--- src/rtl/argon_alu_seq_if.sv ---
`default_nettype none
// ============================================================================
// Module      : argon_alu_seq_if
// Description : Command/response bundle for the argon_alu_seq sequential ALU.
//               master drives command, valid and write data; slave returns
//               read data, read-valid, busy and done.
//   i_Command [3:0]      command code (NOP/LATCHx/COMPUTE/OUTPUTx)
//   i_Valid              qualifies i_Command and i_Data
//   i_Data    [WIDTH-1:0] write data for LATCH commands
//   o_Data    [WIDTH-1:0] read data, zero when o_Valid is low
//   o_Valid              read data valid (combinational)
//   o_Busy               multi-cycle operation in progress (registered)
//   o_Done               one-cycle completion pulse (registered)
// Revision    : 1.0 - initial release
// ============================================================================
interface argon_alu_seq_if #(
    parameter int WIDTH = 16
);
    logic [3:0]       i_Command;
    logic             i_Valid;
    logic [WIDTH-1:0] i_Data;
    logic [WIDTH-1:0] o_Data;
    logic             o_Valid;
    logic             o_Busy;
    logic             o_Done;

    modport master (
        output i_Command, i_Valid, i_Data,
        input  o_Data, o_Valid, o_Busy, o_Done
    );

    modport slave (
        input  i_Command, i_Valid, i_Data,
        output o_Data, o_Valid, o_Busy, o_Done
    );
endinterface
`default_nettype wire

--- src/rtl/argon_alu_seq.sv ---
`default_nettype none
// ============================================================================
// Module      : argon_alu_seq
// Description : Command-driven sequential ALU. Operands, flags and opcode are
//               loaded with LATCH commands, COMPUTE evaluates rOp on rA/rB
//               into rY/rF, OUTPUTY/OUTPUTF read results back.
//               Optional shift-add multiplier enabled by macro
//               ARGON_ALU_MUL_EN; without it opcode 12 is illegal and
//               o_Busy is constant 0.
// Ports       : i_Clk   - clock, all state on rising edge
//               i_Reset - synchronous active-high reset
//               bus     - argon_alu_seq_if slave (command/data/status)
// Revision    : 1.0 - initial release
// ============================================================================
module argon_alu_seq #(
    parameter int WIDTH = 16
) (
    input  logic           i_Clk,
    input  logic           i_Reset,
    argon_alu_seq_if.slave bus
);
    localparam int c_SH_W = $clog2(WIDTH);

    localparam logic [3:0] c_CMD_LATCHA  = 4'd1;
    localparam logic [3:0] c_CMD_LATCHB  = 4'd2;
    localparam logic [3:0] c_CMD_LATCHF  = 4'd3;
    localparam logic [3:0] c_CMD_LATCHOP = 4'd4;
    localparam logic [3:0] c_CMD_COMPUTE = 4'd5;
    localparam logic [3:0] c_CMD_OUTY    = 4'd6;
    localparam logic [3:0] c_CMD_OUTF    = 4'd7;

    localparam logic [3:0] c_OP_ADD = 4'd0;
    localparam logic [3:0] c_OP_ADC = 4'd1;
    localparam logic [3:0] c_OP_SUB = 4'd2;
    localparam logic [3:0] c_OP_SBC = 4'd3;
    localparam logic [3:0] c_OP_AND = 4'd4;
    localparam logic [3:0] c_OP_OR  = 4'd5;
    localparam logic [3:0] c_OP_XOR = 4'd6;
    localparam logic [3:0] c_OP_NOT = 4'd7;
    localparam logic [3:0] c_OP_SHL = 4'd8;
    localparam logic [3:0] c_OP_SHR = 4'd9;
    localparam logic [3:0] c_OP_ASR = 4'd10;
    localparam logic [3:0] c_OP_CMP = 4'd11;
    localparam logic [3:0] c_OP_MUL = 4'd12;

    logic [WIDTH-1:0] r_a, r_b, r_y, r_f;
    logic [3:0]       r_op;
    logic             r_done;

    logic             w_busy;
    logic             w_accept;
    logic             w_compute;
    logic             w_is_mul;
    logic             w_mul_done;
    logic [WIDTH-1:0] w_mul_y;
    logic [WIDTH-1:0] w_mul_f;

    // Nothing is accepted while the multiplier owns the datapath.
    assign w_accept  = bus.i_Valid && !w_busy;
    assign w_compute = w_accept && (bus.i_Command == c_CMD_COMPUTE);

    // ------------------------------------------------------------------
    // Single-cycle ALU
    // ------------------------------------------------------------------
    logic             w_add_ci, w_sub_ci;
    logic [WIDTH:0]   w_sum, w_dif, w_sh;
    logic [c_SH_W-1:0] w_amt;
    logic [WIDTH-1:0] w_res, w_alu_f;
    logic             w_c, w_v, w_err, w_wr_y;

    always_comb begin
        w_add_ci = (r_op == c_OP_ADC) && r_f[0];
        w_sub_ci = (r_op == c_OP_SBC) && r_f[0];
        w_amt    = r_b[c_SH_W-1:0];
        w_sum    = {1'b0, r_a} + {1'b0, r_b} + {{WIDTH{1'b0}}, w_add_ci};
        // Bit WIDTH of the extended difference is the unsigned borrow.
        w_dif    = {1'b0, r_a} - {1'b0, r_b} - {{WIDTH{1'b0}}, w_sub_ci};
        w_sh     = '0;
        w_res    = '0;
        w_c      = 1'b0;
        w_v      = 1'b0;
        w_err    = 1'b0;
        w_wr_y   = 1'b1;
        case (r_op)
            c_OP_ADD, c_OP_ADC: begin
                w_res = w_sum[WIDTH-1:0];
                w_c   = w_sum[WIDTH];
                w_v   = (r_a[WIDTH-1] == r_b[WIDTH-1]) &&
                        (w_sum[WIDTH-1] != r_a[WIDTH-1]);
            end
            c_OP_SUB, c_OP_SBC, c_OP_CMP: begin
                w_res  = w_dif[WIDTH-1:0];
                w_c    = w_dif[WIDTH];
                w_v    = (r_a[WIDTH-1] != r_b[WIDTH-1]) &&
                         (w_dif[WIDTH-1] != r_a[WIDTH-1]);
                w_wr_y = (r_op != c_OP_CMP);
            end
            c_OP_AND: w_res = r_a & r_b;
            c_OP_OR:  w_res = r_a | r_b;
            c_OP_XOR: w_res = r_a ^ r_b;
            c_OP_NOT: w_res = ~r_a;
            // Shifts run on a WIDTH+1 vector with a guard bit so the last
            // bit shifted out lands in the guard (and stays 0 for amount 0).
            c_OP_SHL: begin
                w_sh  = {1'b0, r_a} << w_amt;
                w_res = w_sh[WIDTH-1:0];
                w_c   = w_sh[WIDTH];
            end
            c_OP_SHR: begin
                w_sh  = {r_a, 1'b0} >> w_amt;
                w_res = w_sh[WIDTH:1];
                w_c   = w_sh[0];
            end
            c_OP_ASR: begin
                w_sh  = $signed({r_a, 1'b0}) >>> w_amt;
                w_res = w_sh[WIDTH:1];
                w_c   = w_sh[0];
            end
            default: w_err = 1'b1;
        endcase
        w_alu_f    = '0;
        w_alu_f[0] = w_c;
        w_alu_f[1] = (w_res == '0) && !w_err;
        w_alu_f[2] = w_res[WIDTH-1];
        w_alu_f[3] = w_v;
        w_alu_f[4] = w_err;
    end

    // ------------------------------------------------------------------
    // Optional shift-add multiplier
    // ------------------------------------------------------------------
`ifdef ARGON_ALU_MUL_EN
    localparam logic [0:0]        c_ST_IDLE  = 1'b0;
    localparam logic [0:0]        c_ST_BUSY  = 1'b1;
    localparam logic [c_SH_W-1:0] c_CNT_LAST = c_SH_W'(WIDTH - 1);

    logic [0:0]         r_state;
    logic               r_busy;
    logic [c_SH_W-1:0]  r_cnt;
    logic [2*WIDTH-1:0] r_mcand, r_acc, w_acc_next;
    logic [WIDTH-1:0]   r_mplier;

    assign w_is_mul   = (r_op == c_OP_MUL);
    assign w_busy     = r_busy;
    assign w_acc_next = r_acc + (r_mplier[0] ? r_mcand : '0);
    // The final partial product is folded in on the same edge that
    // writes rY/rF, so busy lasts exactly WIDTH cycles.
    assign w_mul_done = (r_state == c_ST_BUSY) && (r_cnt == c_CNT_LAST);
    assign w_mul_y    = w_acc_next[WIDTH-1:0];

    always_comb begin
        w_mul_f    = '0;
        w_mul_f[0] = |w_acc_next[2*WIDTH-1:WIDTH];
        w_mul_f[1] = (w_mul_y == '0);
        w_mul_f[2] = w_mul_y[WIDTH-1];
    end

    always_ff @(posedge i_Clk) begin
        if (i_Reset) begin
            r_state  <= c_ST_IDLE;
            r_busy   <= 1'b0;
            r_cnt    <= '0;
            r_mcand  <= '0;
            r_acc    <= '0;
            r_mplier <= '0;
        end else begin
            case (r_state)
                c_ST_IDLE: begin
                    if (w_compute && w_is_mul) begin
                        r_state  <= c_ST_BUSY;
                        r_busy   <= 1'b1;
                        r_cnt    <= '0;
                        r_mcand  <= {{WIDTH{1'b0}}, r_a};
                        r_mplier <= r_b;
                        r_acc    <= '0;
                    end
                end
                default: begin
                    r_acc    <= w_acc_next;
                    r_mcand  <= r_mcand << 1;
                    r_mplier <= r_mplier >> 1;
                    r_cnt    <= r_cnt + 1'b1;
                    if (w_mul_done) begin
                        r_state <= c_ST_IDLE;
                        r_busy  <= 1'b0;
                    end
                end
            endcase
        end
    end
`else
    assign w_is_mul   = 1'b0;
    assign w_busy     = 1'b0;
    assign w_mul_done = 1'b0;
    assign w_mul_y    = '0;
    assign w_mul_f    = '0;
`endif

    // ------------------------------------------------------------------
    // Register file and command decode
    // ------------------------------------------------------------------
    always_ff @(posedge i_Clk) begin
        if (i_Reset) begin
            r_a    <= '0;
            r_b    <= '0;
            r_y    <= '0;
            r_f    <= '0;
            r_op   <= '0;
            r_done <= 1'b0;
        end else begin
            r_done <= 1'b0;
            if (w_accept) begin
                case (bus.i_Command)
                    c_CMD_LATCHA:  r_a  <= bus.i_Data;
                    c_CMD_LATCHB:  r_b  <= bus.i_Data;
                    c_CMD_LATCHF:  r_f  <= bus.i_Data;
                    c_CMD_LATCHOP: r_op <= bus.i_Data[3:0];
                    c_CMD_COMPUTE: begin
                        if (!w_is_mul) begin
                            if (w_wr_y) begin
                                r_y <= w_res;
                            end
                            r_f    <= w_alu_f;
                            r_done <= 1'b1;
                        end
                    end
                    default: ;
                endcase
            end
            if (w_mul_done) begin
                r_y    <= w_mul_y;
                r_f    <= w_mul_f;
                r_done <= 1'b1;
            end
        end
    end

    // ------------------------------------------------------------------
    // Outputs
    // ------------------------------------------------------------------
    assign bus.o_Valid = w_accept &&
                         ((bus.i_Command == c_CMD_OUTY) || (bus.i_Command == c_CMD_OUTF));
    assign bus.o_Data  = !bus.o_Valid ? '0 :
                         (bus.i_Command == c_CMD_OUTY) ? r_y : r_f;
    assign bus.o_Busy  = w_busy;
    assign bus.o_Done  = r_done;
endmodule
`default_nettype wire

--- src/flat_wrapper.sv ---
// flat-port wrapper written by rule: the top's interface ports become plain ports
module argon_alu_seq_flat 
#(
    parameter int WIDTH = 16
)
  (i_Clk, i_Reset, bus_i_Command, bus_i_Valid, bus_i_Data, bus_o_Data, bus_o_Valid, bus_o_Busy, bus_o_Done);
  argon_alu_seq_if #(.WIDTH(WIDTH)) bus_i ();
  input  logic i_Clk;
  input  logic i_Reset;
  input wire logic [$bits(bus_i.i_Command)-1:0] bus_i_Command;
  input wire logic [$bits(bus_i.i_Valid)-1:0] bus_i_Valid;
  input wire logic [$bits(bus_i.i_Data)-1:0] bus_i_Data;
  output wire logic [$bits(bus_i.o_Data)-1:0] bus_o_Data;
  output wire logic [$bits(bus_i.o_Valid)-1:0] bus_o_Valid;
  output wire logic [$bits(bus_i.o_Busy)-1:0] bus_o_Busy;
  output wire logic [$bits(bus_i.o_Done)-1:0] bus_o_Done;
  assign bus_i.i_Command = bus_i_Command;
  assign bus_i.i_Valid = bus_i_Valid;
  assign bus_i.i_Data = bus_i_Data;
  assign bus_o_Data = bus_i.o_Data;
  assign bus_o_Valid = bus_i.o_Valid;
  assign bus_o_Busy = bus_i.o_Busy;
  assign bus_o_Done = bus_i.o_Done;
  argon_alu_seq #(.WIDTH(WIDTH)) u_core (.i_Clk(i_Clk), .i_Reset(i_Reset), .bus(bus_i));
endmodule
--- config.mk ---
export PLATFORM = sky130hd
export DESIGN_NAME = argon_alu_seq_flat
export DESIGN_NICKNAME = d
export VERILOG_FILES = /design/src/rtl/argon_alu_seq_if.sv /design/src/rtl/argon_alu_seq.sv /design/src/flat_wrapper.sv
export SDC_FILE = /design/constraint.sdc
export NUM_CORES = 1
export LEC_CHECK = 0
export BUFFER_PORTS_ARGS = -buffer_cell sky130_fd_sc_hd__clkbuf_2
export CORE_ASPECT_RATIO = 2
export CORE_MARGIN = 2
export CORE_UTILIZATION = 28
export CTS_CLUSTER_SIZE = 10
export DETAILED_ROUTE_END_ITERATION = 16
export GPL_ROUTABILITY_DRIVEN = 1
export GPL_TIMING_DRIVEN = 0
export HOLD_SLACK_MARGIN = 0.03
export PLACE_DENSITY = 0.5
export SLEW_MARGIN = 15
export SYNTH_ARGS = -nofsm -noshare
export SYNTH_HDL_FRONTEND = slang
export SYNTH_SLANG_ARGS = --single-unit
export TNS_END_PERCENT = 10
--- constraint.sdc ---
create_clock -name i_Clk -period 4.49 [get_ports i_Clk]
set_input_delay 0.898 -clock i_Clk [delete_from_list [all_inputs] [get_ports i_Clk]]
set_output_delay 0.898 -clock i_Clk [all_outputs]
set_load 0.1 [all_outputs]
==> results.cfg, run 1 <==
[die]
start_util = 0.285
die_x_um = 121
die_h_um = 238
die_area_um2 = 28800
io_pins = 42
rows = 85
core_area_um2 = 26900

[synthesis]
seq_area_frac_synth = 0.180
ys_warn_count = 0
ys_ff_latch = 69
dominantRegCellSynth = dfxtp_1
netlist.area_leader.share = 0.180
synthArstFlopShare = 0
synth_common_cells = nor2_1, mux2i_1, dfxtp_1
synth_area_leader_cell = dfxtp_1
synth-edff-count = 0
synth_nets = 1052
syn_area_um2 = 7660
synthCells = 962
post-synth-top-count-cell = nor2_1
avgSynthCellArea_um2 = 7.96
synth_top_cells_by_area = dfxtp_1, ha_1, mux2i_1, mux4_2, nor2_1
synth_cell_types = 81

[sta]
fmaxAchievable_mhz = 232
post-route-period-util = 0.961
tightest_slew_ns = 1.01
final-hold-violation-count = 0
whs_ns = 0.491
fin_tns_setup_ns = 0
setup_viol = 0
finalMaxSlewViolations = 0
fin_skew_ns = 0.0122
min_period_ns = 4.32
rsz0062_at_grt = false
slew_headroom = 0.330

[clock_network]
cts_buffers = 9
ctsRootBufferMaster = clkbuf_16
cts_max_level = 3
clk_latency_ns = 0.35
cts.clk_slew.worst_paths_ns = 0.05
clockBufferDepth = 2
holdBufCountCts = 0
cts_tree = yes
cts.sinks = 69

[power]
leakage_nw = 3.49
power_density_nw_per_um2 = 189
ir_worst_vdd_v = 0.000254

[cells_and_area]
nets = 1105
seq_area_um2 = 1390
fillerInstances = 2944
area_growth_pct = 15.6
drive_above_1_share = 0.163
multiInputGateArea_um2 = 5860

[route]
ant_nets = 0
via_per_inst = 5.85
drt_wl_total_mm = 37.2
drcViolationCount = 0
wl_per_cell_um = 27.2
drtIter0Drc = 638
num_vias = 8002
drt_first_pass_iters = 6

[outcome]
status = finished, final reports clean

[flow_run]
cap_viol_max_count = 0

[critical_path]
endpoint_kind = flop
crit_path_max_fanout = 19
start_kind = flop
required_ns = 4.75
crit_arrival_ns = 4.58
crit_type = reg2reg

[global_route]
grt_start_max_net_pins = 22
grt_pass1_wl_mm = 54.2
antenna_found_initial = 0
track_usage = 0.262
grt_overflow = 0
grt_pass1_vias = 8128

[placed_design]
port-buffer-count = 40
place_congestion = 1.10
dpl.hpwl_mm = 30.7

[hold_path]
min_path_type = reg2reg
## state kept, by name, indices dropped and copies added (netlist names)
signal and flops:
u_core.r_a 16, u_core.bus.o_Done 1, u_core.r_y 16, u_core.r_f 16
u_core.r_b 16, u_core.r_op 4
## cells by family after synthesis
logic type,after synthesis,synth area share
other cells,1,0.000490
xor+xnor,14,0.0160
buf+inv,145,0.0786
compound gates,237,0.217
simple gates,313,0.194
mux,116,0.200
flops,69,0.180
fa+ha+maj,67,0.113
## worst max-delay path, stage by stage, from the launching register on
cell and delay (ns):
dfxtp_2 0.45, buf_4 0.33, buf_6 0.25, nand4_1 0.14
fa_1 0.44, fa_1 0.42, o21ai_1 0.24, a22oi_2 0.19
xnor2_1 0.20, nor2_1 0.10, a2111oi_4 0.29, and4_1 0.25
nand4b_1 0.17, or4_4 0.56, o31ai_2 0.18
## metal layers
metal	part of all wire	vias to the layer above	track usage
met5	0	-	0
met4	0.12	0	0.251
met3	0.043	173	0.0354
met2	0.53	382	0.489
met1	0.31	3841	0.231
li1	-	3606	-
## what timing repair did
item / CTS / global route
pin swaps: 3 / 5
setup endpoints to repair: 16 / 4
gates resized for setup: 32 / 23
setup buffers: 1 / 6
hold endpoints to repair: 0 / 0
## power breakdown
part	leakage (nW)	total, mW	switching (mW)	internal (mW)
combinational	2.79	0.323	0.206	0.117
clock	0.143	0.723	0.265	0.458
sequential	0.559	0.632	0.0104	0.622
## metrics by stage
step                instances   util  setup slack [ns]  instance area (um^2)  power (mW)
floorplan                 962      -            -0.180                  7660       0.840
global placement         1350  0.308             -1.64                  8300       0.938
detailed placement       1351  0.309             -1.67                  8320       0.939
CTS                      1363  0.325          0.000853                  8740        1.68
global route             1367  0.329            0.0175                  8850        1.74
finish                   1368  0.329             0.174                  8850        1.68
## final timing paths
check	start	slack [ns]	cells past startpoint	end
worst max-delay path	u_core.r_op[1]$_SDFFE_PP0P_	0.17	14	u_core.r_f[1]$_SDFFE_PP0P_
worst min-delay path	u_core.r_y[12]$_SDFFE_PP0P_	0.49	2	u_core.r_y[12]$_SDFFE_PP0P_
worst max register to register	u_core.r_op[1]$_SDFFE_PP0P_	0.17	14	u_core.r_f[1]$_SDFFE_PP0P_
worst min register to register	u_core.r_y[12]$_SDFFE_PP0P_	0.49	2	u_core.r_y[12]$_SDFFE_PP0P_
## cells in the final DEF (no fill, tap or decap), types with 5 or more instances in the layout
cell type  netlist  layout
xnor2_1          7       7
buf_2           19      15
a211o_1          6       6
inv_1           65      64
o21ai_1          7       8
mux2_2          12      12
ha_1            63      63
a21oi_1         45      43
clkbuf_2         0      45
buf_4            3      12
nor3_1          34      31
a31oi_1          6       6
dfxtp_1         69      65
a22oi_1         17      15
clkbuf_1        50      43
and3_1          10      10
o21ai_0         29      27
nand2_1         44      44
clkbuf_16        0       9
nor2_1         143     142
nand2b_1         8       8
nand3_1         13      13
o211ai_1        12      12
mux4_2          27      27
a211oi_1        35      31
o31ai_1          5       5
xor2_1           7       7
mux2i_1         75      75
nor2b_1         24      24
o21a_1          10      10
o22ai_1          9       9
## final cells by class
class                   count  share of cell area
clock buffers              14              0.0298
repair buffers             48              0.0305
clock inverters             1             0.00339
flip-flops and latches     69               0.157
well taps                 348              0.0492
plain buffers              73              0.0400
diodes                      1            0.000283
inverters                  66              0.0284
multi-input cells         748               0.662
No activity file was read; power rests on OpenSTA's default activity.
==> run 2: changes to the inputs <==
--- a/config.mk
+++ b/config.mk
@@ -8,5 +8,4 @@
 export BUFFER_PORTS_ARGS = -buffer_cell sky130_fd_sc_hd__clkbuf_2
 export CORE_ASPECT_RATIO = 2
-export CORE_MARGIN = 2
 export CORE_UTILIZATION = 28
 export CTS_CLUSTER_SIZE = 10
==> constraint.sdc (replaced) <==
create_clock -name i_Clk -period 4.49 [get_ports i_Clk]
set_input_delay 1.347 -clock i_Clk [delete_from_list [all_inputs] [get_ports i_Clk]]
set_output_delay 1.347 -clock i_Clk [all_outputs]
set_load 0.1 [all_outputs]
==> run 2 against run 1 <==
  * Wire length rose by 1.5%
  * Flip-flop and latch count did not move
  * Final cell count barely moved
  * Combinational power barely moved
  * Total power rose by 7.2%
  * Clock power rose by 17%
  * Fmax fell by 3.5%
  * Sequential share of layout area fell by 0.25 points
  * Die area fell by 2.5%
  * Largest power group unchanged
  * Critical path type unchanged
  * First-iteration DRC count fell by 8.8%
  * Clock skew fell by 0.0037 ns
==> results.cfg, run 2 (synthesis results as in run 1) <==
[route]
wl_per_cell_um = 27.6
via_per_inst = 5.85
ant_nets = 0
drt_first_pass_iters = 6
drcViolationCount = 0
drtIter0Drc = 582
drt_wl_total_mm = 37.7
num_vias = 8013

[die]
start_util = 0.285
core_area_um2 = 26900
die_h_um = 236
die_x_um = 119
io_pins = 42
rows = 85
die_area_um2 = 28100

[sta]
setup_viol = 0
fmaxAchievable_mhz = 224
final-hold-violation-count = 0
post-route-period-util = 0.996
min_period_ns = 4.47
slew_headroom = 0.304
worst_slack_ns = 0.0182
finalMaxSlewViolations = 0
fin_tns_setup_ns = 0
tightest_slew_ns = 1.03
fin_skew_ns = 0.00850

[global_route]
track_usage = 0.273
grt_pass1_wl_mm = 54.9
grt_pass1_vias = 8086
grt_start_max_net_pins = 22
grt_overflow = 0
antenna_found_initial = 0

[clock_network]
cts.clk_slew.worst_paths_ns = 0.06
cts.sinks = 69
clk_latency_ns = 0.35
ctsRootBufferMaster = clkbuf_16
cts_buffers = 9
holdBufCountCts = 0
cts_tree = yes
clockBufferDepth = 2
cts_max_level = 3

[critical_path]
crit_arrival_ns = 4.74
crit_type = reg2reg
crit_path_max_fanout = 10
start_kind = flop
endpoint_kind = flop
required_ns = 4.75

[cells_and_area]
area_growth_pct = 17.5
drive_above_1_share = 0.178
nets = 1107
layout_commonest_cell = nor2_1
antenna_cells = 0
final_cell_mix = nor2_1, mux2i_1, dfxtp_1, inv_1, ha_1

[placed_design]
place_congestion = 0.962
port-buffer-count = 40
dpl.hpwl_mm = 31.3
pre_cts_slack_ns = -1.75

[hold_path]
min_path_type = reg2reg

[power]
leakage_nw = 3.54
ir_worst_vdd_v = 0.000291
power_density_nw_per_um2 = 200

[flow_run]
cap_viol_max_count = 0

[outcome]
status = finished, final reports clean
## run 2: worst paths after layout
check                              startpoint                          end  slack, ns  depth (start not counted)
hold reg to reg   u_core.r_y[12]$_SDFFE_PP0P_  u_core.r_y[12]$_SDFFE_PP0P_       0.48                          2
setup reg to reg   u_core.r_b[1]$_SDFFE_PP0P_   u_core.r_f[1]$_SDFFE_PP0P_       0.02                         13
setup / recovery   u_core.r_b[1]$_SDFFE_PP0P_   u_core.r_f[1]$_SDFFE_PP0P_       0.02                         13
hold / removal    u_core.r_y[12]$_SDFFE_PP0P_  u_core.r_y[12]$_SDFFE_PP0P_       0.48                          2
## run 2: layer usage
layer	vias up	global-route usage	routed length, um
met1	3884	0.240	11900
li1	3622	-	-
met3	165	0.0322	1290
met5	-	0	0
met4	0	0.263	4110
met2	342	0.521	20400
## run 2: final cells by class
cell class                 instances  area, um^2
clock buffer                      10         239
multi-input combinational        748        5910
buffer                            73         365
inverter                          66         255
sequential                        69        1390
timing repair buffer              50         300
tap                              348         435
fill                            2870       17900
clock inverter                     5         108
## run 2: worst max-delay path, cell delays in order, from the launching register on
cell and delay [ns]:
dfxtp_2 0.45, buf_2 0.29, buf_4 0.27, clkinvlp_4 0.31
ha_1 0.42, a21oi_1 0.32, nor4_2 0.10, nor3_1 0.59
nor2_1 0.14, xor2_1 0.17, a211oi_1 0.50, nand4_1 0.14
or4_4 0.48, o31ai_2 0.18
## run 2: repair_timing
item                       CTS  global route
setup endpoints to repair   26             5
pin swaps                    2             5
setup buffers                0             8
resized for setup           46            25
## run 2: per-stage QoR
stage                     instance area, um^2  total power, mW   util  hold WS (ns)  instances
after floorplan                          7710            0.843      -         0.450        962
after global placement                   8350            0.941  0.310         0.466       1350
after detailed placement                 8380            0.942  0.311         0.464       1352
after CTS                                8870             1.80  0.330         0.477       1363
after global routing                     9000             1.85  0.334         0.501       1369
final                                    9000             1.80  0.334         0.476       1369
## run 2: power breakdown
group / switching [mW] / internal [mW] / leakage (nW)
registers: 0.0104 / 0.621 / 0.559
clock network: 0.290 / 0.558 / 0.169
logic: 0.207 / 0.113 / 2.81
total: 0.507 / 1.29 / 3.54
